### src/rtl/spi_cmd_master.sv
// SPI mode-0 command master: serialises {wr, hi, addr[5:0]} + data byte, MSB first, and returns the MISO data byte.
// Define SPI_CS_GAP_EN to add a 2*CLK_DIV-cycle chip-select-high gap after each frame.
module spi_cmd_master #(
    parameter int unsigned CLK_DIV = 2
) (
    input  logic       clk,
    input  logic       rst_n,
    input  logic       req_valid,
    output logic       req_ready,
    input  logic       req_wr,
    input  logic       req_hi,
    input  logic [5:0] req_addr,
    input  logic [7:0] req_wdata,
    output logic       rsp_valid,
    output logic       rsp_wr,
    output logic [7:0] rsp_rdata,
    output logic       sclk,
    output logic       cs_n,
    output logic       mosi,
    input  logic       miso
);

    localparam logic [1:0] ST_IDLE  = 2'd0;
    localparam logic [1:0] ST_SHIFT = 2'd1;
    localparam logic [1:0] ST_HOLD  = 2'd2;
    localparam logic [1:0] ST_GAP   = 2'd3;

    localparam logic [7:0] DIV_LAST = 8'(CLK_DIV - 1);

    logic [1:0]  state_q, state_d;
    logic [7:0]  div_q, div_d;
    logic [4:0]  hp_q, hp_d;
    logic [15:0] sr_q, sr_d;
    logic [7:0]  rx_q, rx_d;
    logic        wr_q, wr_d;
    logic        sclk_q, sclk_d;
    logic        cs_n_q, cs_n_d;
    logic        mosi_q, mosi_d;
    logic        rsp_valid_q, rsp_valid_d;
    logic        rsp_wr_q, rsp_wr_d;
    logic [7:0]  rsp_rdata_q, rsp_rdata_d;

    // The response cycle keeps ready low so chip select is high for at least one cycle.
    assign req_ready = (state_q == ST_IDLE) && !rsp_valid_q;
    assign rsp_valid = rsp_valid_q;
    assign rsp_wr    = rsp_wr_q;
    assign rsp_rdata = rsp_rdata_q;
    assign sclk      = sclk_q;
    assign cs_n      = cs_n_q;
    assign mosi      = mosi_q;

    always_comb begin
        state_d     = state_q;
        div_d       = div_q;
        hp_d        = hp_q;
        sr_d        = sr_q;
        rx_d        = rx_q;
        wr_d        = wr_q;
        sclk_d      = sclk_q;
        cs_n_d      = cs_n_q;
        mosi_d      = mosi_q;
        rsp_valid_d = 1'b0;
        rsp_wr_d    = rsp_wr_q;
        rsp_rdata_d = rsp_rdata_q;
        case (state_q)
            ST_IDLE: begin
                if (req_valid && req_ready) begin
                    sr_d    = {req_wr, req_hi, req_addr, (req_wr ? req_wdata : 8'h00)};
                    wr_d    = req_wr;
                    mosi_d  = req_wr;
                    cs_n_d  = 1'b0;
                    sclk_d  = 1'b0;
                    div_d   = 8'd0;
                    hp_d    = 5'd0;
                    state_d = ST_SHIFT;
                end
            end
            ST_SHIFT: begin
                if (div_q == DIV_LAST) begin
                    div_d  = 8'd0;
                    sclk_d = !sclk_q;
                    hp_d   = hp_q + 5'd1;
                    if (!sclk_q) begin
                        // Rising edges 8..15 (half-phases 16..30) carry the data byte.
                        if (hp_q[4]) begin
                            rx_d = {rx_q[6:0], miso};
                        end
                    end else if (hp_q != 5'd31) begin
                        sr_d   = {sr_q[14:0], 1'b0};
                        mosi_d = sr_q[14];
                    end
                    if (hp_q == 5'd31) begin
                        state_d = ST_HOLD;
                    end
                end else begin
                    div_d = div_q + 8'd1;
                end
            end
            ST_HOLD: begin
                if (div_q == DIV_LAST) begin
                    div_d       = 8'd0;
                    cs_n_d      = 1'b1;
                    mosi_d      = 1'b0;
                    rsp_valid_d = 1'b1;
                    rsp_wr_d    = wr_q;
                    rsp_rdata_d = rx_q;
`ifdef SPI_CS_GAP_EN
                    state_d     = ST_GAP;
`else
                    state_d     = ST_IDLE;
`endif
                end else begin
                    div_d = div_q + 8'd1;
                end
            end
`ifdef SPI_CS_GAP_EN
            ST_GAP: begin
                // Two CLK_DIV-long half-phases with chip select high.
                if (div_q == DIV_LAST) begin
                    div_d = 8'd0;
                    hp_d  = hp_q + 5'd1;
                    if (hp_q[0]) begin
                        hp_d    = 5'd0;
                        state_d = ST_IDLE;
                    end
                end else begin
                    div_d = div_q + 8'd1;
                end
            end
`endif
            default: begin
                state_d = ST_IDLE;
            end
        endcase
    end

    always_ff @(posedge clk or negedge rst_n) begin
        if (!rst_n) begin
            state_q     <= ST_IDLE;
            div_q       <= 8'd0;
            hp_q        <= 5'd0;
            sr_q        <= 16'h0000;
            rx_q        <= 8'h00;
            wr_q        <= 1'b0;
            sclk_q      <= 1'b0;
            cs_n_q      <= 1'b1;
            mosi_q      <= 1'b0;
            rsp_valid_q <= 1'b0;
            rsp_wr_q    <= 1'b0;
            rsp_rdata_q <= 8'h00;
        end else begin
            state_q     <= state_d;
            div_q       <= div_d;
            hp_q        <= hp_d;
            sr_q        <= sr_d;
            rx_q        <= rx_d;
            wr_q        <= wr_d;
            sclk_q      <= sclk_d;
            cs_n_q      <= cs_n_d;
            mosi_q      <= mosi_d;
            rsp_valid_q <= rsp_valid_d;
            rsp_wr_q    <= rsp_wr_d;
            rsp_rdata_q <= rsp_rdata_d;
        end
    end

endmodule

### config.mk
export PLATFORM = sky130hd
export DESIGN_NAME = spi_cmd_master
export DESIGN_NICKNAME = d
export VERILOG_FILES = /design/src/rtl/spi_cmd_master.sv
export SDC_FILE = /design/constraint.sdc
export NUM_CORES = 1
export LEC_CHECK = 0
export ABC_CLOCK_PERIOD_IN_PS = 6000
export CAP_MARGIN = 20
export CORE_MARGIN = 3
export CORE_UTILIZATION = 61
export CTS_BUF_LIST = sky130_fd_sc_hd__clkbuf_8
export DETAILED_ROUTE_END_ITERATION = 6
export PLACE_DENSITY = 0.87
export SLEW_MARGIN = 5
export SYNTH_ARGS = -nofsm -noshare
export SYNTH_HDL_FRONTEND = slang
export SYNTH_SLANG_ARGS = --single-unit
### constraint.sdc
create_clock -name clk -period 6 [get_ports clk]
set_input_delay 1.2 -clock clk [delete_from_list [all_inputs] [get_ports clk]]
set_output_delay 1.2 -clock clk [all_outputs]
set_load 0.02 [all_outputs]
==> reports/summary.md <==
### Outcome
- completed — result of the run

### Synth
- 0.0389 — adder-cell share of the synthesized area
- 0.114 — Synth Area in Simple Gates
- 0.00681 — Post-Synth XOR/XNOR Area
- multiplexers — main combinational cell family by area after synthesis
- 52 — Seq cells post-synth
- sky130_fd_sc_hd__dfrtp_1 — post-synthesis cell type with the largest combined area
- 2570 um^2 — netlist area before placement
- sky130_fd_sc_hd__dfrtp_1, sky130_fd_sc_hd__mux2_2, sky130_fd_sc_hd__mux2_4 — most area-consuming cells after synthesis
- 0.0987 — area fraction in compound gates after synthesis
- 0 — number of enable-type register cells in the synthesized netlist
- 0 — synth warn
- 12.1 um^2 — Mapped Avg Cell Area
- 1.00 — Synth async-reset ratio
- 0.506 — share of the yosys chip area belonging to registers
- 212 — number of cells produced by synthesis
- sky130_fd_sc_hd__dfrtp_1 — most numerous cell in the Yosys netlist
- 240 — nets in the synthesized netlist
- sky130_fd_sc_hd__dfrtp_1 — Top FF cell, synth
- 0.208 — mux share of post-synthesis cell area
- 0.496 — fraction of synthesized cell area taken by the top area cell type
- 38 — count of distinct cell types in the synthesized netlist
- sky130_fd_sc_hd__dfrtp_1, sky130_fd_sc_hd__mux2_2, sky130_fd_sc_hd__nand2_1 — Commonest cells post-synth

### Final layout
- 276 — nets
- 0 — count of antenna diodes in the layout
- 1300 um^2 — Seq. cell area
- 260 — # fillers
- 0.225 — fraction of layout instances using a drive strength above 1
- 17.6% — area growth from synthesis to layout
- 1200 um^2 — combined area of the multi-input logic cells
- 0.785 — final core utilization

### Timing
- 919 ps — Slew @ Worst Pin
- no — RSZ-0062 raised after global routing
- 0 — Slew Limit Fails
- 0.388 — relative max-transition margin
- 0 — count of final hold-check violations
- 3180 ps — minimum period implied by the final worst setup slack
- 0.315 GHz — FMAX
- 2820 ps — post-layout worst setup margin
- 0 — final count of negative-setup-slack endpoints
- 5.44 ps — clk_skew
- 0.529 — share of the cycle needed by the critical path after routing
- 0 ps — final-layout setup total negative slack

### Clocking
- 5 — number of buffers inserted during clock tree synthesis
- 2 — maximum buffer depth of the clock tree
- 0 — Post-CTS Resized
- 0 — Post CTS Setup Buffer Count
- built — TritonCTS clock tree
- 300 ps — later-pin clock latency in the skew report
- 2 — deepest level of the CTS H-tree
- 100 ps — clock edge transition at the registers on the reported setup and hold paths
- sky130_fd_sc_hd__clkbuf_8 — Root Buffer
- 0 — hold bufs inserted after CTS
- 52 — Clock Sink Count

### Detailed routing
- 1810 — vias
- 5.14 mm — total wirelength of the detailed-routed design
- 0 — ANT nets after route
- 6.09 — routed via count divided by cell count
- 163 — violation count after the first detailed-route iteration
- 0 — number of remaining DRC errors
- 4 — total iterations of the first detailed-routing run
- 17.3 um — average wire length per cell after detail routing

### Global route
- 0.216 — global router's overall resource usage
- 1842 — number of global-route vias before repair
- 0 — total congestion overflow
- 8.68 mm — global-route wire length before repair
- 0 — initial antenna violation count
- 53 — largest net degree at the start of global routing

### Setup path
- 650 ps — delay of the slowest critical-path stage
- 3340 ps — Register-to-Register Setup Slack
- 6 — number of cell instances on the worst register-to-register path
- state_q[1] — critical register-to-register path startpoint
- 2 — Crit path buffers/inverters
- sky130_fd_sc_hd__clkdlybuf4s50_1 — cell with the biggest individual delay on the critical path
- state_q[1] — crit path launch
- 1980 ps — crit path DAT
- 4 — Levels on crit path
- req_ready — crit path capture
- buffers and inverters — category of cells accounting for the largest share of critical-path delay
- reg2out — critical path class
- register — crit start category
- 4800 ps — required time reported for the critical path endpoint
- inv_1 > ha_1 > nor2b_1 > clkdlybuf4s50_1 — ordered list of cells on the worst path
- 5 — maximum fanout encountered on the critical timing path
- primary output — Worst Setup End Kind
- sr_q[3] — worst reg2reg endpoint

### Flow run
- 0 — max_cap viols

### Place
- 0.837 — routability cong.
- 3.61 mm — Detailed Place HPWL
- 2640 ps — placement-stage worst setup slack
- 33 — number of port buffers

### Power
- 0.00141 uW — leakage power summed over all cells
- 819 uW — cell internal pwr
- 0.159 — part of the power in the clock network
- 425 nW/um^2 — pwr dens
- 0.402 — Sequential Power Share
- 0.440 — power share of the combinational group
- 0.363 — switching part of the total
- 0.000272 V — largest vdd supply drop
- 467 uW — P_sw

### Floorplanning
- 70.9 um — horizontal die dimension
- 22 — Core Rows
- 3850 um^2 — core outline area
- 0.668 — Initial Utilization
- 34 — top-level port count
- 70.9 um — height of the die
- 5030 um^2 — area of the die

### Hold path
- reg2reg — Worst Hold Class

==> cell usage in the layout, fill, tap and decap left out, types with 4 or more instances in the layout <==
master	instances
sky130_fd_sc_hd__mux2_4	9
sky130_fd_sc_hd__dfrtp_1	51
sky130_fd_sc_hd__o31ai_1	4
sky130_fd_sc_hd__nor2b_1	4
sky130_fd_sc_hd__nand3_1	9
sky130_fd_sc_hd__mux2_2	32
sky130_fd_sc_hd__nor2_1	6
sky130_fd_sc_hd__mux2i_1	4
sky130_fd_sc_hd__ha_1	8
sky130_fd_sc_hd__nand2_1	16
sky130_fd_sc_hd__a22o_1	6
sky130_fd_sc_hd__inv_1	8
sky130_fd_sc_hd__o21ai_0	12
sky130_fd_sc_hd__clkdlybuf4s50_1	32
sky130_fd_sc_hd__clkbuf_8	5
==> state kept, by name, indices dropped and copies added, names as in the netlist <==
name / count
hp_q: 5
rsp_rdata: 8
cs_n: 1
rsp_wr: 1
sclk: 1
rx_q: 8
wr_q: 1
mosi: 1
div_q: 8
sr_q: 15
rsp_valid: 1
state_q: 2
==> power by group through the flow <==
stage / sequential [uW] / combinational [uW] / clock (uW)
floorplan: 508 / 435 / 0
global placement: 513 / 532 / 0
detailed placement: 520 / 560 / 0
CTS: 515 / 566 / 205
global route: 528 / 622 / 217
finish: 516 / 565 / 204
==> metrics by stage <==
| step | power [uW] | cells | instance area, um^2 | hold WS, ps |
|---|---|---|---|---|
| CTS | 1290 | 297 | 3020 | 518 |
| global placement | 1040 | 289 | 2930 | 489 |
| floorplan | 943 | 212 | 2570 | 470 |
| global route | 1370 | 297 | 3020 | 538 |
| finish | 1290 | 297 | 3020 | 513 |
| detailed placement | 1080 | 289 | 2930 | 490 |
==> routing by layer <==
layer	track usage	up-vias	part of all wire
met5	0	-	0
met4	0.0835	0	0.018
met3	0.0455	11	0.039
met2	0.348	41	0.51
met1	0.289	916	0.43
li1	-	842	-
==> how the worst min path moves through the flow <==
stage            startpoint            to  slack, ps  cells past startpoint
2_1_floorplan          wr_q          wr_q        470                      2
3_3_place_gp        rx_q[7]       rx_q[7]        490                      1
3_5_place_dp        sr_q[7]       sr_q[7]        490                      1
4_1_cts        rsp_rdata[4]  rsp_rdata[4]        520                      1
5_1_grt             rx_q[7]       rx_q[7]        540                      1
6_report            rx_q[7]  rsp_rdata[7]        510                      1
==> cells by family after synthesis <==
kind of cell	Yosys count
AND/OR/NAND/NOR	54
XOR/XNOR	2
flip-flops	52
buffers and inverters	14
AO/OA/AOI/OAI	37
multiplexers	45
adder cells (fa/ha/maj)	8
==> cell type report <==
class / instances / share of cell area
clock inverters: 3 / 0.00703
inverters: 8 / 0.00993
multi-input cells: 146 / 0.397
clock buffers: 5 / 0.0228
repair buffers: 35 / 0.113
well taps: 48 / 0.0199
flip-flops and latches: 52 / 0.431
Power figures use the tool's default switching activity.
